File: src/rtl/mem_wb_stage.sv
// Memory/writeback stage: request/acknowledge data-bus FSM, byte lanes, load extraction, RF write port.
// Latency: non-memory ops take 1 cycle; loads/stores take N+2 cycles (N = REQ cycles up to and including ack).
// Backpressure: stall_mem holds upstream stages while an access is outstanding. Optional macro: MISALIGN_TRAP_EN.
module mem_wb_stage #(
  parameter int ADDR_W = 32
) (
  input  logic              clk,
  input  logic              rst,
  input  logic [31:0]       pc_out_mem,
  input  logic [31:0]       opr_res_im_wb,
  input  logic [31:0]       rdata2_im_wb,
  input  logic [4:0]        rd_im_wb,
  input  logic              rf_en_im_wb,
  input  logic [1:0]        sel_wb_im_wb,
  input  logic              wr_en_im_wb,
  input  logic              rd_en_im_wb,
  input  logic [2:0]        mem_type_im_wb,
  input  logic [31:0]       csr_rdata,
  output logic              dbus_req,
  output logic              dbus_we,
  output logic [ADDR_W-1:0] dbus_addr,
  output logic [3:0]        dbus_be,
  output logic [31:0]       dbus_wdata,
  input  logic              dbus_ack,
  input  logic [31:0]       dbus_rdata,
  output logic              stall_mem,
  output logic              wb_en,
  output logic [4:0]        wb_rd,
  output logic [31:0]       wb_data,
  output logic              misalign_trap,
  output logic [31:0]       misalign_addr
);

  typedef enum logic [1:0] {IDLE, REQ, DONE} state_t;

  state_t      state;
  logic [31:0] ld_q;

  logic        mem_instr;
  logic        is_store;
  logic [1:0]  a;
  logic [1:0]  eff_a;
  logic        size_b;
  logic        size_h;
  logic        sign_ld;
  logic        trap;
  logic [3:0]  be_nxt;
  logic [31:0] wdata_nxt;
  logic [31:0] ld_shift;
  logic [31:0] ld_ext;

  // Load wins when both load and store are flagged.
  assign mem_instr = rd_en_im_wb | wr_en_im_wb;
  assign is_store  = wr_en_im_wb & ~rd_en_im_wb;
  assign a         = opr_res_im_wb[1:0];

  // Access size decode; unused codes 011/110/111 fall through to word.
  assign size_b  = (mem_type_im_wb == 3'b000) | (mem_type_im_wb == 3'b100);
  assign size_h  = (mem_type_im_wb == 3'b001) | (mem_type_im_wb == 3'b101);
  assign sign_ld = ~mem_type_im_wb[2];

  // Effective low address bits: halves are forced to even, words to zero.
  assign eff_a = size_b ? a : (size_h ? {a[1], 1'b0} : 2'b00);

  // Byte-lane enables and replicated store data for the next request.
  always_comb begin
    be_nxt    = 4'b1111;
    wdata_nxt = rdata2_im_wb;
    if (size_b) begin
      be_nxt    = 4'b0001 << a;
      wdata_nxt = {4{rdata2_im_wb[7:0]}};
    end else if (size_h) begin
      be_nxt    = 4'b0011 << {a[1], 1'b0};
      wdata_nxt = {2{rdata2_im_wb[15:0]}};
    end
  end

`ifdef MISALIGN_TRAP_EN
  logic misaligned;
  assign misaligned    = (size_h & a[0]) | (~size_b & ~size_h & (a != 2'b00));
  assign trap          = ~rst & mem_instr & misaligned;
  assign misalign_trap = trap;
  assign misalign_addr = trap ? opr_res_im_wb : 32'd0;
`else
  assign trap          = 1'b0;
  assign misalign_trap = 1'b0;
  assign misalign_addr = 32'd0;
`endif

  // Upstream is held from arrival until the DONE cycle, when the pipeline advances.
  assign stall_mem = ~rst & mem_instr & (state != DONE) & ~trap;

  // Bus FSM: registered bus outputs, loaded on IDLE->REQ and held until ack.
  always_ff @(posedge clk) begin
    if (rst) begin
      state      <= IDLE;
      ld_q       <= 32'd0;
      dbus_req   <= 1'b0;
      dbus_we    <= 1'b0;
      dbus_be    <= 4'b0000;
      dbus_addr  <= '0;
      dbus_wdata <= 32'd0;
    end else begin
      case (state)
        IDLE: begin
          if (mem_instr && !trap) begin
            state      <= REQ;
            dbus_req   <= 1'b1;
            dbus_we    <= is_store;
            dbus_be    <= be_nxt;
            dbus_addr  <= {opr_res_im_wb[ADDR_W-1:2], 2'b00};
            dbus_wdata <= wdata_nxt;
          end
        end
        REQ: begin
          if (dbus_ack) begin
            ld_q     <= dbus_rdata;
            dbus_req <= 1'b0;
            dbus_we  <= 1'b0;
            state    <= DONE;
          end
        end
        DONE: begin
          state <= IDLE;
        end
        default: begin
          state <= IDLE;
        end
      endcase
    end
  end

  // Load extraction from the captured word: align, then sign/zero extend.
  always_comb begin
    ld_shift = ld_q >> {eff_a, 3'b000};
    ld_ext   = ld_shift;
    if (size_b) begin
      ld_ext = {{24{sign_ld & ld_shift[7]}}, ld_shift[7:0]};
    end else if (size_h) begin
      ld_ext = {{16{sign_ld & ld_shift[15]}}, ld_shift[15:0]};
    end
  end

  // Writeback value select.
  always_comb begin
    wb_data = opr_res_im_wb;
    case (sel_wb_im_wb)
      2'b00:   wb_data = opr_res_im_wb;
      2'b01:   wb_data = ld_ext;
      2'b10:   wb_data = pc_out_mem + 32'd4;
      default: wb_data = csr_rdata;
    endcase
  end

  assign wb_rd = rd_im_wb;
  assign wb_en = ~rst & rf_en_im_wb & ~stall_mem & ~trap & (rd_im_wb != 5'd0);

endmodule
File: config.mk
export PLATFORM = sky130hd
export DESIGN_NAME = mem_wb_stage
export DESIGN_NICKNAME = d
export VERILOG_FILES = /design/src/rtl/mem_wb_stage.sv
export SDC_FILE = /design/constraint.sdc
export NUM_CORES = 1
export LEC_CHECK = 0
export ABC_AREA = 1
export ABC_CLOCK_PERIOD_IN_PS = 2380
export CAP_MARGIN = 20
export CORE_UTILIZATION = 37
export CTS_CLUSTER_DIAMETER = 120
export DETAILED_ROUTE_END_ITERATION = 10
export PLACE_DENSITY = 0.76
export REMOVE_ABC_BUFFERS = 1
export SLEW_MARGIN = 10
export SYNTH_ARGS = -nofsm -noshare
export SYNTH_HDL_FRONTEND = slang
export SYNTH_SLANG_ARGS = --single-unit
File: constraint.sdc
create_clock -name clk -period 2.38 [get_ports clk]
set_clock_uncertainty 0.1 [all_clocks]
set_input_delay 0.714 -clock clk [delete_from_list [all_inputs] [get_ports clk]]
set_output_delay 0.714 -clock clk [all_outputs]
set_load 0.05 [all_outputs]
==> key figures <==
Cells and area
  – Area grow syn2layout: 83.8%
  – Share of layout cells above drive strength 1: 0.280
  – Fill cells: 1396
  – Number of diodes: 0
  – Finished Core Util: 0.703
  – Nets: 1554
  – Commonest non-fill, non-tap cells in the layout: nand2_1 (284), clkdlybuf4s50_1 (185), buf_4 (119), dfxtp_1 (102), a21oi_1 (69)
  – Most common cell after layout, fill and taps aside: nand2_1
  – Final Non-Filler Cells: 1602

Placement
  – Number of port buffers: 282
  – Gp weighted congestion: 0.915
  – Dpl cells: 1560
  – Detailed Place HPWL: 20.9 mm

Global route
  – Grt met3 use: 0.0514
  – First-pass GRT wire length: 42.2 mm
  – Number of global-route vias before repair: 7919
  – Grt total ovfl: 0
  – Met2 usage: 0.511
  – Busiest layer in global routing: met2
  – M1 GR Usage: 0.375
  – Largest net degree at the start of global routing: 55
  – Total track usage: 0.305
  – Initial antenna violation count: 0

Clock tree
  – Num Clock Sinks: 102
  – CTS Buf Count: 9
  – CTS Buffer Depth: 2
  – CTS H-tree lvls: 3
  – Worst-Skew Late Latency: 0.36 ns
  – Clock transition at path regs: 0.07 ns
  – Root buffer selected by CTS: clkbuf_16
  – CTS tree: built

Synth
  – Seq/Total Area, Yosys: 0.320
  – Synth area leaders: dfxtp_1 (32%), nand2_1 (19%), nor2_1 (6.2%)
  – Share of the synthesized area in the top cell type: 0.320
  – Synth cell types: 40
  – Syn. warnings: 0
  – Synthesis-stage register bit count: 102
  – Post-Syn Area per Cell: 6.36 µm²
  – Syn Inst Count: 1003
  – Cell accounting for the most synthesized area: dfxtp_1
  – Post-Syn Area: 6380 µm²

Drt
  – Iteration-0 DRC Markers: 666
  – Drt pass-1 iters: 6
  – Vias per Instance: 5.23
  – Drt wl/cell: 17.6 µm
  – Total Routed Length: 28.2 mm
  – Antenna Violating Nets Remaining: 0
  – DR vias: 8374
  – Drc violations: 0

Status
  – Status: finished with violations
  – Failing checks: setup timing

Floorplanning
  – Die width: 133 µm
  – Initial core utilization: 0.382
  – # rows: 47
  – Core region area: 16700 µm²
  – Die Area: 17800 µm²
  – # IOs: 318
  – Die height: 133 µm

Timing
  – Tcrit/Tclk final: 1.28
  – RSZ-0062 raised after global routing: true
  – Hold Fails Final Rpt: 0
  – Fmax: 329 MHz
  – Slew headroom: 0.622
  – Slew @ Worst Pin: 0.566 ns
  – Max Slew Vio Count: 0
  – Final setup viols: 33
  – Final worst slack: -0.664 ns
  – Min Tclk post-route: 3.04 ns

Job
  – # Max-Cap Violations: 0

Power
  – P_leak: 4.99 nW
  – Pwr Total: 6.29 mW
  – Cell area power density: 536 nW/µm²
  – Peak VDD IR: 0.362 mV

Worst setup path
  – Crit. End Element: output port
  – Data arrival time of the worst path: 2.23 ns
  – Setup crit start kind: input pin
  – Setup CP Type: in2out
  – Crit Path Max Fanout: 8
  – Req. time, crit path: 1.57 ns

Worst hold path
  – Hold Path Class: reg2reg
## worst max-delay path: stages
cell and delay [ns]:
buf_8 0.11, nor2_8 0.21, nand2_8 0.14, buf_12 0.17, buf_16 0.14, nand2_4 0.07, buf_6 0.09, o211ai_1 0.11
nand3_1 0.13, nand4_1 0.14, buf_12 0.19
## final cells by class
type | instances | area, µm² | area share
Clock inverter | 7 | 93.8 | 0.00800
Timing Repair Buffer | 427 | 4570 | 0.389
Inverter | 60 | 233 | 0.0198
Tap cell | 220 | 275 | 0.0235
Clock buffer | 9 | 225 | 0.0192
Multi-Input combinational cell | 777 | 4300 | 0.366
Sequential cell | 102 | 2040 | 0.174
## cells in the mapped netlist (all sizes together)
master and count:
nand2 329, nor2 109, dfxtp 102, a21oi 77
nand3 66, buf 61, inv 60, nand4 45
clkbuf 37, a211oi 30, o21ai 24, a311oi 16
o211ai 12, or2 11, nor3 5, a21o 4
o2111ai 2, o21a 2, o22ai 2, a2111oi 1
a21boi 1, and3 1, conb 1, ha 1
nand3b 1, nor3b 1, o21bai 1, o221ai 1
## state kept, by name, indices dropped and copies added (netlist names)
signal,cells
state,2
dbus_be,4
dbus_addr,30
ld_q,32
dbus_we,1
dbus_req,1
dbus_wdata,32
## stage by stage
stage | setup TNS [ns] | setup WS, ns | hold slack, ns | cell area (µm²)
floorplan | -31.44 | -2.16 | 0.335 | 5940
finish | -19.11 | -0.664 | 0.367 | 11700
CTS | -16.82 | -0.602 | 0.366 | 11400
global route | -21.18 | -0.718 | 0.381 | 11700
detailed placement | -33.21 | -1.17 | 0.355 | 10400
global placement | -31.68 | -1.16 | 0.349 | 10400
## timing repair
action	4_1_cts	5_1_grt
pin swaps	66	42
hold buffers	0	0
setup endpoints to repair	34	39
gates resized for setup	266	64
gates cloned	2	2
setup buffers	21	2
## path summary, 6_finish.rpt
kind	startpoint	end	slack [ns]	depth (start not counted)
setup reg to reg	state[0]	ld_q[26]	0.87	7
hold reg to reg	dbus_addr[7]	dbus_addr[7]	0.37	2
setup / recovery	mem_type_im_wb[0]	wb_data[3]	-0.66	11
hold / removal	dbus_addr[7]	dbus_addr[7]	0.37	2
## power breakdown
group	switching, mW	internal, mW
clock network	0.776	0.845
registers	0.0832	1.85
logic	1.61	1.12
total	2.47	3.82
## kinds of logic after synthesis
family | after synthesis | share of synthesized area
AOI/OAI and AO/OA | 173 | 0.169
adders and majority gates | 1 | 0.00196
buffers and inverters | 158 | 0.124
DFF | 102 | 0.320
other | 1 | 0.000588
and+or+nand+nor | 568 | 0.384
## per-layer routing
| metal | share of wire | wire (µm) |
|---|---|---|
| met1 | 0.40 | 11400 |
| met2 | 0.48 | 13500 |
| met3 | 0.068 | 1920 |
| met4 | 0.048 | 1350 |
| met5 | 0 | 0 |
Power figures use the tool's default switching activity.
